===== src/rtl/uart_tx_sched_pkg.sv =====
// Shared types and defaults for the UART transmit scheduler.
// Holds the FSM state encoding, the source-select enum and the default widths.
package uart_tx_sched_pkg;

  localparam int unsigned BYTE_W_DEF = 8;
  localparam int unsigned TO_CYC_DEF = 16;

  typedef enum logic [1:0] {
    IDLE    = 2'd0,
    ISSUE   = 2'd1,
    WAIT_HI = 2'd2,
    WAIT_LO = 2'd3
  } state_t;

  typedef enum logic {
    SRC_ALU = 1'b0,
    SRC_RD  = 1'b1
  } src_t;

  function automatic src_t other_src(input src_t s);
    return (s == SRC_ALU) ? SRC_RD : SRC_ALU;
  endfunction

endpackage


===== src/rtl/uart_tx_rr_arb.sv =====
// Two-requester round-robin arbiter with a registered priority pointer.
// The pointer moves to the source that lost (or was not granted) after each grant.
module uart_tx_rr_arb
  import uart_tx_sched_pkg::*;
(
  input  logic clk,
  input  logic rst,
  input  logic en,
  input  logic req_alu,
  input  logic req_rd,
  output logic grant_vld_c,
  output src_t grant_src_c
);

  src_t ptr;

  // Contention resolved by the pointer; a lone requester always wins.
  always_comb begin
    grant_src_c = SRC_ALU;
    if (req_alu && req_rd) begin
      grant_src_c = ptr;
    end else if (req_rd) begin
      grant_src_c = SRC_RD;
    end
    grant_vld_c = en && (req_alu || req_rd);
  end

  always_ff @(posedge clk) begin
    if (!rst) begin
      ptr <= SRC_ALU;
    end else if (grant_vld_c) begin
      ptr <= other_src(grant_src_c);
    end
  end

endmodule


===== src/rtl/uart_tx_sched.sv =====
// Schedules ALU results (two bytes) and register-read data (one byte) onto a
// UART transmitter, handshaking on its busy flag and aborting stalled frames.
module uart_tx_sched
  import uart_tx_sched_pkg::*;
#(
  parameter int unsigned BYTE_W = BYTE_W_DEF,
  parameter int unsigned TO_CYC = TO_CYC_DEF
) (
  input  logic                clk,
  input  logic                rst,
  input  logic                alu_vld,
  input  logic [2*BYTE_W-1:0] alu_data,
  output logic                alu_ack,
  input  logic                rd_vld,
  input  logic [BYTE_W-1:0]   rd_data,
  output logic                rd_ack,
  input  logic                tx_busy,
  output logic                tx_d_vld,
  output logic [BYTE_W-1:0]   tx_p_data,
  output logic                sched_busy,
  output logic                to_err
);

  localparam int unsigned FRAME_W = 2 * BYTE_W;
  localparam int unsigned TO_W    = $clog2(TO_CYC + 1);

  state_t             state;
  logic [FRAME_W-1:0] shift_q;
  logic [1:0]         byte_cnt;
  logic [TO_W-1:0]    to_cnt;

  logic               arb_en_c;
  logic               grant_vld_c;
  src_t               grant_src_c;
  logic [FRAME_W-1:0] grant_frame_c;
  logic               to_expire_c;

  // Grants happen only from IDLE with the transmitter free, never during reset.
  assign arb_en_c = rst && (state == IDLE) && !tx_busy;

  uart_tx_rr_arb u_arb (
    .clk         (clk),
    .rst         (rst),
    .en          (arb_en_c),
    .req_alu     (alu_vld),
    .req_rd      (rd_vld),
    .grant_vld_c (grant_vld_c),
    .grant_src_c (grant_src_c)
  );

  assign alu_ack   = grant_vld_c && (grant_src_c == SRC_ALU);
  assign rd_ack    = grant_vld_c && (grant_src_c == SRC_RD);
  assign tx_p_data = shift_q[BYTE_W-1:0];

  assign grant_frame_c = (grant_src_c == SRC_ALU) ? alu_data
                                                  : {{BYTE_W{1'b0}}, rd_data};

  // The pulse cycle and the current cycle both count as busy-low cycles.
  assign to_expire_c = (32'(to_cnt) + 32'd2) >= 32'(TO_CYC);

  always_ff @(posedge clk) begin
    if (!rst) begin
      state      <= IDLE;
      shift_q    <= '0;
      byte_cnt   <= '0;
      to_cnt     <= '0;
      tx_d_vld   <= 1'b0;
      sched_busy <= 1'b0;
      to_err     <= 1'b0;
    end else begin
      tx_d_vld <= 1'b0;
      to_err   <= 1'b0;
      case (state)
        IDLE: begin
          if (grant_vld_c) begin
            shift_q    <= grant_frame_c;
            byte_cnt   <= (grant_src_c == SRC_ALU) ? 2'd2 : 2'd1;
            tx_d_vld   <= 1'b1;
            sched_busy <= 1'b1;
            state      <= ISSUE;
          end
        end
        ISSUE: begin
          to_cnt <= '0;
          state  <= WAIT_HI;
        end
        WAIT_HI: begin
          if (tx_busy) begin
            state <= WAIT_LO;
          end else if (to_expire_c) begin
            to_err     <= 1'b1;
            byte_cnt   <= '0;
            sched_busy <= 1'b0;
            state      <= IDLE;
          end else if (to_cnt != TO_W'(TO_CYC)) begin
            to_cnt <= to_cnt + TO_W'(1);
          end
        end
        WAIT_LO: begin
          if (!tx_busy) begin
            byte_cnt <= byte_cnt - 2'd1;
            shift_q  <= shift_q >> BYTE_W;
            if (byte_cnt > 2'd1) begin
              tx_d_vld <= 1'b1;
              state    <= ISSUE;
            end else begin
              sched_busy <= 1'b0;
              state      <= IDLE;
            end
          end
        end
        default: state <= IDLE;
      endcase
    end
  end

endmodule


===== config.mk =====
export PLATFORM = sky130hd
export DESIGN_NAME = uart_tx_sched
export DESIGN_NICKNAME = d
export VERILOG_FILES = /design/src/rtl/uart_tx_sched_pkg.sv /design/src/rtl/uart_tx_rr_arb.sv /design/src/rtl/uart_tx_sched.sv
export SDC_FILE = /design/constraint.sdc
export NUM_CORES = 1
export LEC_CHECK = 0
export ABC_CLOCK_PERIOD_IN_PS = 2800
export CAP_MARGIN = 10
export CORE_ASPECT_RATIO = 0.75
export CORE_MARGIN = 5
export CORE_UTILIZATION = 41
export DETAILED_ROUTE_END_ITERATION = 8
export PLACE_DENSITY = 0.66
export SYNTH_ARGS = -nofsm -noshare
export SYNTH_HDL_FRONTEND = slang
export SYNTH_HIERARCHICAL = 1
export SYNTH_SLANG_ARGS = --single-unit

===== constraint.sdc =====
create_clock -name clk -period 2.8 [get_ports clk]
set_input_delay 0.84 -clock clk [delete_from_list [all_inputs] [get_ports clk]]
set_output_delay 0.84 -clock clk [all_outputs]
set_load 0.01 [all_outputs]

; Word level (Yosys, flattened, before mapping)
; Index checks and enable logic that the tools add are counted.
[word_totals]
register_bits = 29
input_bits = 29
output_inout_bits = 13
word_cells = 79
[op_classes]
n_addsub = 3
magnitude_cmp = 2
eq_ne = 12
mux = 33
n_bitwise = 3
reduce_logical = 18
[op_table]
columns = cell, count
row1 = 2-to-1 mux 16 bit, 3
row2 = one-hot mux 16 bit (2 select lines), 1
row3 = 2-to-1 mux 2 bit, 8
row4 = 2-to-1 mux 5 bit, 3
row5 = inequality test 2 bit (second input constant), 7
row6 = 2-to-1 mux 1 bit, 13
row7 = one-hot mux 5 bit (2 select lines), 1
row8 = one-hot mux 2 bit (4 select lines), 1
row9 = adder 5 x 2 -> 6 bit (second input constant), 1
row10 = greater-or-equal comparator 6 x 5 -> 1 bit (second input constant), 1
row11 = logical AND 1 bit, 6
row12 = one-hot mux 2 bit (3 select lines), 1
row13 = AND reduction 3 bit, 2
row14 = AND reduction 6 bit, 1
row15 = adder 5 x 1 -> 5 bit (second input constant), 1
row16 = inequality test 5 bit (second input constant), 1
row17 = AND reduction 5 bit, 1
row18 = == test 2 bit (second input constant), 2
row19 = AND reduction 4 bit, 1
row20 = nonzero test 2 bit, 2
row21 = inequality test 3 bit (second input constant), 1
row22 = NOT 1 bit, 3
row23 = one-hot mux 1 bit (3 select lines), 1
row24 = nonzero test 3 bit, 1
row25 = other kinds (8), 8

; Logic depth before layout (Yosys ltp)
[depth]
word_depth = 6
mapped_depth = 9
depth_no_buf = 8

; Cells and area by module
; Netlist, hierarchy kept.
[by_module_without_submodules]
columns = mod, n_inst, cells_each, area_per_inst_um2, seq_area_each_um2
row1 = uart_tx_sched, 1, 192, 1507.7, 560.5
row2 = uart_tx_rr_arb, 1, 7, 61.3, 20.0

; Worst setup path after synthesis
; Ideal clock, no wire load.
[synth_timing]
path_kind = input to output
startpoint = input tx_busy
endpoint = output alu_ack
arrival_ns = 1.658
required_ns = 1.960
path_slack_ns = 0.302
cell_stages = 4
n_path_buf = 1
path_cell_list = buf_2 -> nor3b_1 -> o21a_1 -> nor2b_1
[synth_via]
elab_chain_len = 4
[synth_lines]
columns = element, line
row1 = from (decl), uart_tx_sched.sv:17  ; input logic tx_busy,
row2 = logical NOT 1 bit, n/a
row3 = logical AND 1 bit, uart_tx_sched.sv:39  ; assign arb_en_c = rst && (state == IDLE) && !tx_busy;
row4 = named net arb_en_c, uart_tx_sched.sv:32  ; logic arb_en_c;
row5 = logical AND 1 bit, uart_tx_rr_arb.sv:25  ; grant_vld_c = en && (req_alu || req_rd);
row6 = named net grant_vld_c, uart_tx_sched.sv:33  ; logic grant_vld_c;
row7 = logical AND 1 bit, uart_tx_sched.sv:51  ; assign alu_ack = grant_vld_c && (grant_src_c == SRC_ALU);
row8 = to (decl), uart_tx_sched.sv:13  ; output logic alu_ack,
; The timed path passes the listed nets, and every way through them passes these cells.

; Final worst setup path
[layout_timing]
startpoint = input alu_vld
endpoint = output rd_ack
[layout_via]
elab_chain_len = 3
elab_cells_between_ends = 5
cone_classes = mux: 1 / reduce/logical: 4
[layout_lines]
columns = element, line
row1 = from (decl), uart_tx_sched.sv:11  ; input logic alu_vld,
row2 = logical OR 1 bit, uart_tx_rr_arb.sv:25
row3 = logical AND 1 bit, uart_tx_rr_arb.sv:25
row4 = named net grant_vld_c, uart_tx_sched.sv:33
row5 = logical AND 1 bit, uart_tx_sched.sv:52  ; assign rd_ack = grant_vld_c && (grant_src_c == SRC_RD);
row6 = to (decl), uart_tx_sched.sv:16  ; output logic rd_ack,
; The timed path passes the listed nets, and every way through them passes these cells.

==> impl_results.md <==
- Status: completed
- Number of global-route vias before repair: 1365
- Htree depth: 2
- Final HPWL from detailed placement: 2710 um
- Power density cells: 766 nW/um^2
- I/O pin count: 42
- Peak supply drop: 368 uV
- Vias: 1469
- Post-synthesis xor/xnor area fraction: 0.558%
- Slew @ Worst Pin: 0.506 ns
- Min Hold Slack: 0.453 ns
- Initial drt markers: 48
- Number of flops mapped to enable cells by yosys: 0
- Largest family of logic cells by synthesized area: simple AND/OR/NAND/NOR gates
- Worst r2r src: state[1]
- Synth cell types: 39
- Class of the worst hold path: reg -> reg
- Synth Area in Adders: 6.38%
- Crit. End Element: primary output
- Mapped cell area: 1570 um^2
- Setup CP Type: in -> out
- Setup TNS: 0 ns
- RSZ-0062 raised after global routing: no
- Remaining DRCs: 0
- Post-synthesis sequential area ratio: 37.0%
- Clock Skew: 0.00516 ns
- WL per Instance: 12.7 um
- Initial antenna violation count: 0
- Port bufs: 41
- DIE WIDTH: 81.4 um
- Clock root cell: clkbuf_8
- Area delta synth->final: 36.8%
- Die Y: 63.6 um
- Vias per std cell: 4.96
- Cell depth of the worst flop-to-flop path: 11
- Placed Cells: 286
- Min-Delay Path Depth: 2
- Slew Limit Fails: 0
- Num Clock Sinks: 29
- Cell count after synthesis: 199
- Fmax: 366 MHz
- Max-cap viol count: 0
- Startpoint types: primary input
- Final instance area: 2150 um^2
- GRT overflow: 0
- Pre-antenna DRT Iters: 4
- Post-synthesis simple-gate area fraction: 21.8%
- TritonCTS clock tree: done
- Num CTS Buffers: 5
- Number of inserted diodes: 0
- Endpoints failing setup: 0
- CTS clk-pin slew, worst paths: 0.06 ns
- Synth Area in Compound Gates: 19.9%
- Clock tree buffer depth: 2
- First-pass GRT wire length: 6250 um
- Mux cell area share after synthesis: 5.10%
- Largest net degree at the start of global routing: 26
- RR Endpoint: byte_cnt[0]
- Std-Cell Rows: 19
- Post-DP Area: 2050 um^2
- Nets: 280
- Slew HR: 66.1%
- Flops & latches, synth: 29
- R2R setup slack: 0.50 ns
- Asr flop ratio synth: 0%
- Die Area: 5180 um^2
- WP data required: 1.96 ns
- Final hold vios: 0
- Worst-skew pair later-pin latency: 0.28 ns
- Share of cells above drive strength 1: 12.3%
- Starting Density: 42.6%
- Primary FF master, synth: dfxtp_1
- Placer Congestion: 0.734
- Synthesized area per cell: 7.88 um^2
- Core Area: 3680 um^2
- Post-route insts no fill: 296
- Overall power: 1.65 mW
- Synthesized Nets: 236
- Yosys warns: 6
- Post-route clock period utilization: 97.5%
- Min Tclk post-route: 2.73 ns
- Crit path max fanout: 3
- Critical path arrival: 1.89 ns
- Hold path start: shift_q[6]
- Hold-fix buffers, CTS: 0
- Hold path endpoint: shift_q[6]
- ANT nets after route: 0
- All-Layer GR Usage: 15.4%
- P_leak: 0.820 nW
- WL final: 3750 um
## cells in the final DEF, fill, tap and decap left out, types with 6 or more instances in the layout
cell / count
a21oi_1: 24
buf_4: 14
clkdlybuf4s50_1: 37
dfxtp_1: 29
ha_1: 8
inv_1: 9
mux2i_1: 8
nand2_1: 38
nand3_1: 9
nor2_1: 6
o21ai_0: 9
## cell usage after synthesis (2+ instances only)
| cell type | count | share of area [%] |
|---|---|---|
| nand2_1 | 38 | 9.1 |
| dfxtp_1 | 29 | 37 |
| a21oi_1 | 24 | 7.7 |
| inv_1 | 9 | 2.2 |
| nand3_1 | 9 | 2.9 |
| o21ai_0 | 9 | 2.9 |
| buf_4 | 8 | 3.8 |
| ha_1 | 8 | 6.4 |
| mux2i_1 | 8 | 5.1 |
| buf_2 | 6 | 1.9 |
| nor2_1 | 6 | 1.4 |
| clkbuf_1 | 5 | 1.2 |
| nor3_1 | 5 | 1.6 |
| o21a_1 | 3 | 1.4 |
| a31oi_1 | 2 | 0.80 |
| a32o_1 | 2 | 1.3 |
| nand2b_1 | 2 | 0.80 |
| nor2b_1 | 2 | 0.80 |
| nor3b_1 | 2 | 0.96 |
| o211ai_1 | 2 | 0.96 |
| o31ai_1 | 2 | 0.96 |
## flip-flops by register name, indices dropped and copies added (netlist names)
register	flops
u_arb/ptr	1
shift_q	16
byte_cnt	2
state	2
tx_d_vld	1
to_cnt	5
to_err	1
sched_busy	1
## worst max path at each step
| stage | cells after the start | startpoint | slack [ns] | endpoint |
|---|---|---|---|---|
| 3_3_place_gp | 6 | rst | -0.61 | alu_ack |
| 2_1_floorplan | 4 | tx_busy | 0.30 | alu_ack |
| 4_1_cts | 7 | rst | 0.05 | rd_ack |
| 6_report | 5 | alu_vld | 0.07 | rd_ack |
| 3_5_place_dp | 6 | rst | -0.65 | rd_ack |
| 5_1_grt | 5 | rd_vld | 0.01 | rd_ack |
## worst max-delay path: stages
cell and delay, ns:
clkdlybuf4s50_1 0.45, o21a_1 0.19, buf_4 0.13, and2_1 0.14
buf_2 0.13
## where the power goes
group          internal [mW]  switching, mW
clock network          0.172          0.158
logic                  0.377          0.368
registers              0.514         0.0566
total                   1.06          0.583
## kinds of logic after synthesis
logic type | Yosys count
AO/OA/AOI/OAI | 51
XOR/XNOR | 1
adder cells (fa/ha/maj) | 8
buffers and inverters | 29
flip-flops | 29
multiplexers | 8
AND/OR/NAND/NOR | 73
## metal layers
metal	vias to the layer above	global-route usage, %	wire length (um)
met3	8	4.27	176
met2	35	21.6	1570
met4	0	7.59	83
met1	659	21.3	1920
met5	-	0	0
li1	767	-	-
## what timing repair did
item / 4_1_cts / 5_1_grt
endpoints found under the setup margin: 2 / 2
pin swaps: 1 / 0
setup buffers: 2 / 0
gates resized for setup: 11 / 1
cloned: 0 / 0
## per-stage QoR
stage          setup slack (ns)  util (%)
4_1_cts                  0.0526      58.2
2_1_floorplan             0.302         -
6_report                 0.0701      58.3
3_5_place_dp             -0.653      55.5
3_3_place_gp             -0.609      55.5
5_1_grt                  0.0145      58.3
## cell type report
cell class | count | area, um^2
flip-flops and latches | 29 | 581
inverters | 10 | 38.8
clock buffers | 6 | 72.6
well taps | 52 | 65.1
repair buffers | 56 | 529
clock inverters | 2 | 10.0
multi-input cells | 141 | 851
fillers | 342 | 1540
Note: power is estimated with default switching activity, not from simulation.
